## src/rtl/mem_arb_pkg.sv

```systemverilog
// mem_arb_pkg: shared types and constants for the IF/MEM memory port arbiter
package mem_arb_pkg;
  typedef enum logic [1:0] {IDLE, DATA, FETCH, RESP} state_e;
  localparam logic [31:0] NOP = 32'h00000013;
  localparam int TMR_W = 16;
endpackage

```

## src/rtl/mem_wait_timer.sv

```systemverilog
// mem_wait_timer: wait-cycle counter flagging when an access has waited TIMEOUT cycles
module mem_wait_timer
  import mem_arb_pkg::*;
#(
  parameter int TIMEOUT = 255
) (
  input  logic clk,
  input  logic rst,
  input  logic clr_i,
  input  logic en_i,
  output logic expired_o
);
  logic [TMR_W-1:0] cnt_q, cnt_d;
  always_comb cnt_d = clr_i ? '0 : en_i ? cnt_q + 1'b1 : cnt_q;
  always_ff @(posedge clk or posedge rst)
    if (rst) cnt_q <= '0;
    else cnt_q <= cnt_d;
  assign expired_o = cnt_q == TMR_W'(TIMEOUT - 1);
endmodule

```

## src/rtl/mem_port_arbiter.sv

```systemverilog
// mem_port_arbiter: shares one variable-latency memory port between fetch and load/store
module mem_port_arbiter
  import mem_arb_pkg::*;
#(
  parameter int          TIMEOUT   = 255,
  parameter logic [31:0] NOP_INSTR = NOP
) (
  input  logic        clk,
  input  logic        rst,
  input  logic        if_req,
  input  logic [31:0] if_addr,
  output logic [31:0] if_rdata,
  output logic        if_valid,
  input  logic        dm_read,
  input  logic        dm_write,
  input  logic [31:0] dm_addr,
  input  logic [31:0] dm_wdata,
  output logic [31:0] dm_rdata,
  output logic        dm_done,
  output logic        mem_req,
  output logic        mem_we,
  output logic [31:0] mem_addr,
  output logic [31:0] mem_wdata,
  input  logic [31:0] mem_rdata,
  input  logic        mem_ack,
  output logic        stall_if,
  output logic        stall_mem,
  output logic        err
);
  state_e      state_q, state_d;
  logic        req_q, req_d, we_q, we_d, err_q, err_d;
  logic        if_valid_q, if_valid_d, dm_done_q, dm_done_d;
  logic [31:0] addr_q, addr_d, wdata_q, wdata_d, rdata_q, rdata_d;
  logic        busy, expired;

  assign busy = state_q == DATA || state_q == FETCH;

  mem_wait_timer #(.TIMEOUT(TIMEOUT)) u_timer (
    .clk,
    .rst,
    .clr_i    (~busy),
    .en_i     (~mem_ack),
    .expired_o(expired)
  );

  always_comb begin
    state_d    = state_q;
    req_d      = req_q;
    we_d       = we_q;
    addr_d     = addr_q;
    wdata_d    = wdata_q;
    rdata_d    = rdata_q;
    err_d      = 1'b0;
    if_valid_d = 1'b0;
    dm_done_d  = 1'b0;
    case (state_q)
      IDLE:
        if (dm_read | dm_write) begin
          state_d = DATA;
          req_d   = 1'b1;
          we_d    = dm_write;
          addr_d  = dm_addr;
          wdata_d = dm_wdata;
        end else if (if_req) begin
          state_d = FETCH;
          req_d   = 1'b1;
          we_d    = 1'b0;
          addr_d  = if_addr;
        end
      DATA, FETCH:
        // ack on the expiry cycle still counts as a normal completion
        if (mem_ack | expired) begin
          state_d    = RESP;
          req_d      = 1'b0;
          err_d      = ~mem_ack;
          rdata_d    = mem_ack ? (we_q ? '0 : mem_rdata) : (state_q == FETCH ? NOP_INSTR : '0);
          dm_done_d  = state_q == DATA;
          if_valid_d = state_q == FETCH;
        end
      default: state_d = IDLE;
    endcase
  end

  always_ff @(posedge clk or posedge rst)
    if (rst) begin
      state_q    <= IDLE;
      req_q      <= 1'b0;
      we_q       <= 1'b0;
      addr_q     <= '0;
      wdata_q    <= '0;
      rdata_q    <= '0;
      err_q      <= 1'b0;
      if_valid_q <= 1'b0;
      dm_done_q  <= 1'b0;
    end else begin
      state_q    <= state_d;
      req_q      <= req_d;
      we_q       <= we_d;
      addr_q     <= addr_d;
      wdata_q    <= wdata_d;
      rdata_q    <= rdata_d;
      err_q      <= err_d;
      if_valid_q <= if_valid_d;
      dm_done_q  <= dm_done_d;
    end

  assign mem_req   = req_q;
  assign mem_we    = we_q;
  assign mem_addr  = addr_q;
  assign mem_wdata = wdata_q;
  assign if_rdata  = rdata_q;
  assign dm_rdata  = rdata_q;
  assign if_valid  = if_valid_q;
  assign dm_done   = dm_done_q;
  assign err       = err_q;
  // stalls are forced low during reset so the pipeline is not held by a stale request
  assign stall_mem = ~rst & (dm_read | dm_write) & ~dm_done_q;
  assign stall_if  = ~rst & ((if_req & ~if_valid_q) | stall_mem);
endmodule

```

## config.mk

```make
export PLATFORM = sky130hd
export DESIGN_NAME = mem_port_arbiter
export DESIGN_NICKNAME = d
export VERILOG_FILES = /design/src/rtl/mem_arb_pkg.sv /design/src/rtl/mem_wait_timer.sv /design/src/rtl/mem_port_arbiter.sv
export SDC_FILE = /design/constraint.sdc
export NUM_CORES = 1
export LEC_CHECK = 0
export BUFFER_PORTS_ARGS = -buffer_cell sky130_fd_sc_hd__buf_2
export CAP_MARGIN = 20
export CORE_ASPECT_RATIO = 0.8
export CORE_MARGIN = 2
export CORE_UTILIZATION = 50
export DETAILED_ROUTE_END_ITERATION = 10
export GPL_TIMING_DRIVEN = 0
export PLACE_DENSITY_LB_ADDON = 0.12
export SYNTH_ARGS = -nofsm -noshare
export SYNTH_HDL_FRONTEND = slang
export SYNTH_SLANG_ARGS = --single-unit
```

## constraint.sdc

```tcl
create_clock -name clk -period 9.8 [get_ports clk]
set_input_delay 1.47 -clock clk [delete_from_list [all_inputs] [get_ports clk]]
set_output_delay 1.47 -clock clk [all_outputs]
set_load 0.005 [all_outputs]
```

==> key figures <==
Outcome
  • Status: finished clean

STA
  • Relative slew slack: 49.8%
  • Worst-margin pin slew: 742 ps
  • Final Hold Fails: 0
  • Final setup skew: 6.25 ps
  • Setup-failing EPs final: 0
  • Fmax: 241 MHz
  • Fin crit share: 42.4%
  • Unrepaired setup endpoints after global routing: no
  • Max-slew violations: 0
  • Setup tns final: 0 ps
  • Final Critical Period: 4160 ps

Cells and area
  • Filler cell count in the final layout: 820
  • Nets@finish: 951
  • Fin cells: 968
  • Sequential Area: 2980 um^2
  • Synth-to-layout area growth: 39.1%
  • Share of post-route cells with drive strength above 1: 45.4%
  • Antenna cell count: 0
  • Area of the multi-input gates: 2260 um^2

Yosys
  • Post-synth cell types: 45
  • Post-synth net total: 665
  • Leading register cell type out of synthesis: dfrtp_1
  • Post-synthesis sequential area ratio: 52.7%
  • Synthesis Warnings: 0
  • EDFF count, synth: 0
  • Mapped Cells: 525
  • Syn Area/Cell: 10.8 um^2
  • Register bit count reported by yosys: 119
  • Synthesized cell area: 5650 um^2
  • Asr flop ratio synth: 100%

Clocking
  • # clock sinks: 119
  • CTS resizes: 0
  • H-tree depth: 4
  • Setup bufs post-CTS: 0
  • Total CTS buffers: 17
  • CTS tree: built
  • Clock Latency Late Sink: 410 ps
  • CTS Hold Bufs: 0
  • Clock Root Buffer: clkbuf_16
  • CTS clk-pin slew, worst paths: 50 ps
  • Clk buf depth: 2

Hold path
  • WHS Path Cells: 2
  • Hold Path Class: flip-flop to flip-flop
  • HP Start: mem_addr[4]
  • Hold Crit Endpoint: mem_addr[4]

Global routing
  • Largest net degree at the start of global routing: 65
  • Vias in the first global route: 4950
  • Initial antenna violation count: 0
  • Total grt overflow: 0
  • GRT Util Overall: 25.2%
  • First-pass GRT wire length: 23600 um

Drt
  • Final wirelength: 15400 um
  • Wire per inst: 15.9 um
  • Antenna-violating nets left: 0
  • Count of TritonRoute iterations in the first routing pass: 4
  • DR vias: 5013
  • # DRC: 0
  • Starting DRT DRC Count: 284
  • Via density: 5.18

Power
  • Pwr dens: 329 nW/um^2
  • Peak supply drop: 0.000203 V
  • P_leak: 3.90 nW

Placement
  • Detail Placement HPWL: 11400 um
  • Final GP Congestion: 0.837
  • Placed instance count: 936
  • IO Port Bufs: 266

Die
  • Boundary Pins: 269
  • Starting Density: 51.6%
  • Core area: 10900 um^2
  • Die width: 123 um
  • Die area: 12200 um^2
  • Row Count: 34
  • Die height: 99.0 um

Critical path
  • Reg2reg start: state_q[0]
  • CP required: 8330 ps
  • Worst-case reg-to-reg path depth: 7
  • Worst EP arrival: 2690 ps
  • Max Fanout on Critical Path: 64
  • Worst setup EP type: output pin
  • Critical path class: input pin to output pin
  • R2R Path End: dm_rdata[5]
  • CP startpoint kind: input pin
  • Flop2flop setup slack: 7550 ps

Job
  • Max cap viols: 0
==> per-stage QoR <==
stage,utilization [%],hold slack (ps),instance area (um^2),total power [mW],setup WS (ps)
3_5_place_dp,65.8,467,7190,1.90,5600
6_report,71.8,476,7850,2.58,5640
5_1_grt,71.8,492,7850,2.77,5490
2_1_floorplan,-,473,5650,1.44,3980
3_3_place_gp,65.5,460,7160,1.86,2820
4_1_cts,71.8,478,7850,2.60,5600
==> cell usage after synthesis (2+ instances only) <==
cell       count  share of area [%]
dfrtp_1      119                 53
o21ai_0       64                5.7
nand2_1       43                2.9
nand2b_1      35                3.9
mux2i_1       34                6.0
buf_4         32                4.3
mux2_2        32                6.4
a22oi_1       29                3.9
clkbuf_1      22                1.5
nor2_1        19                1.3
inv_1         10               0.66
xnor2_1       10                1.6
a21oi_1        7               0.62
nand3_1        7               0.62
nor3_1         7               0.62
ha_1           6                1.3
buf_2          5               0.44
nor4_1         5               0.55
a2bb2oi_1      3               0.47
clkbuf_2       3               0.27
buf_1          2               0.13
nor2b_1        2               0.22
o211a_1        2               0.35
o21ai_1        2               0.18
o2bb2ai_1      2               0.31
o31ai_1        2               0.27
or3_1          2               0.22
xor2_1         2               0.31
==> metal layers <==
layer	up-vias	wire [um]	track usage, %
met3	31	1040	7.41
li1	2381	-	-
met1	2417	5960	29.1
met5	-	0	0
met2	184	7980	43.9
met4	0	407	9.81
==> worst max-delay path by stage <==
stage	start	endpoint	slack, ps	depth (start not counted)
after floorplan	rst	stall_if	3980	2
after global placement	rst	stall_if	2820	4
after detailed placement	rst	stall_if	5600	5
after CTS	rst	stall_if	5600	5
after global routing	rst	stall_if	5490	5
final	rst	stall_if	5640	5
==> power breakdown <==
part           total, mW  switching, mW  internal, mW
registers          0.863          0.150         0.713
clock network      0.695          0.222         0.472
logic               1.03          0.499         0.527
total               2.58          0.871          1.71
==> critical path, stage by stage <==
cell	delay (ps)
buf_2	130
inv_6	380
buf_16	350
a31o_2	200
buf_2	120
==> cells in the final DEF, fill, tap and decap left out, types with 9 or more instances in the layout <==
| cell | synthesis | layout |
|---|---|---|
| nand2b_1 | 35 | 35 |
| buf_2 | 5 | 271 |
| clkbuf_16 | 0 | 17 |
| mux2i_1 | 34 | 34 |
| inv_1 | 10 | 9 |
| mux2_2 | 32 | 32 |
| nand2_1 | 43 | 43 |
| dfrtp_1 | 119 | 119 |
| buf_4 | 32 | 32 |
| o21ai_0 | 64 | 64 |
| nor2_1 | 19 | 19 |
| xnor2_1 | 10 | 10 |
| clkbuf_1 | 22 | 23 |
| a22oi_1 | 29 | 29 |
==> state kept, by name, indices dropped and copies added, names as in the netlist <==
signal	flops
mem_we	1
mem_addr	32
mem_req	1
dm_done	1
err	1
state_q	2
mem_wdata	32
dm_rdata	32
u_timer.cnt_q	16
if_valid	1
==> kinds of logic after synthesis <==
group	synth area share (%)
compound gates	12.7
mux	12.4
buf+inv	7.23
xor+xnor	1.86
simple gates	11.8
flops	52.7
fa+ha+maj	1.33
==> final cells by class <==
class	instances	area share, %
plain buffers	64	4.72
clock buffers	21	5.99
clock inverters	11	2.47
inverters	10	0.542
multi-input cells	332	28.8
flip-flops and latches	119	37.9
well taps	144	2.29
repair buffers	267	17.3
Power figures use the tool's default switching activity.
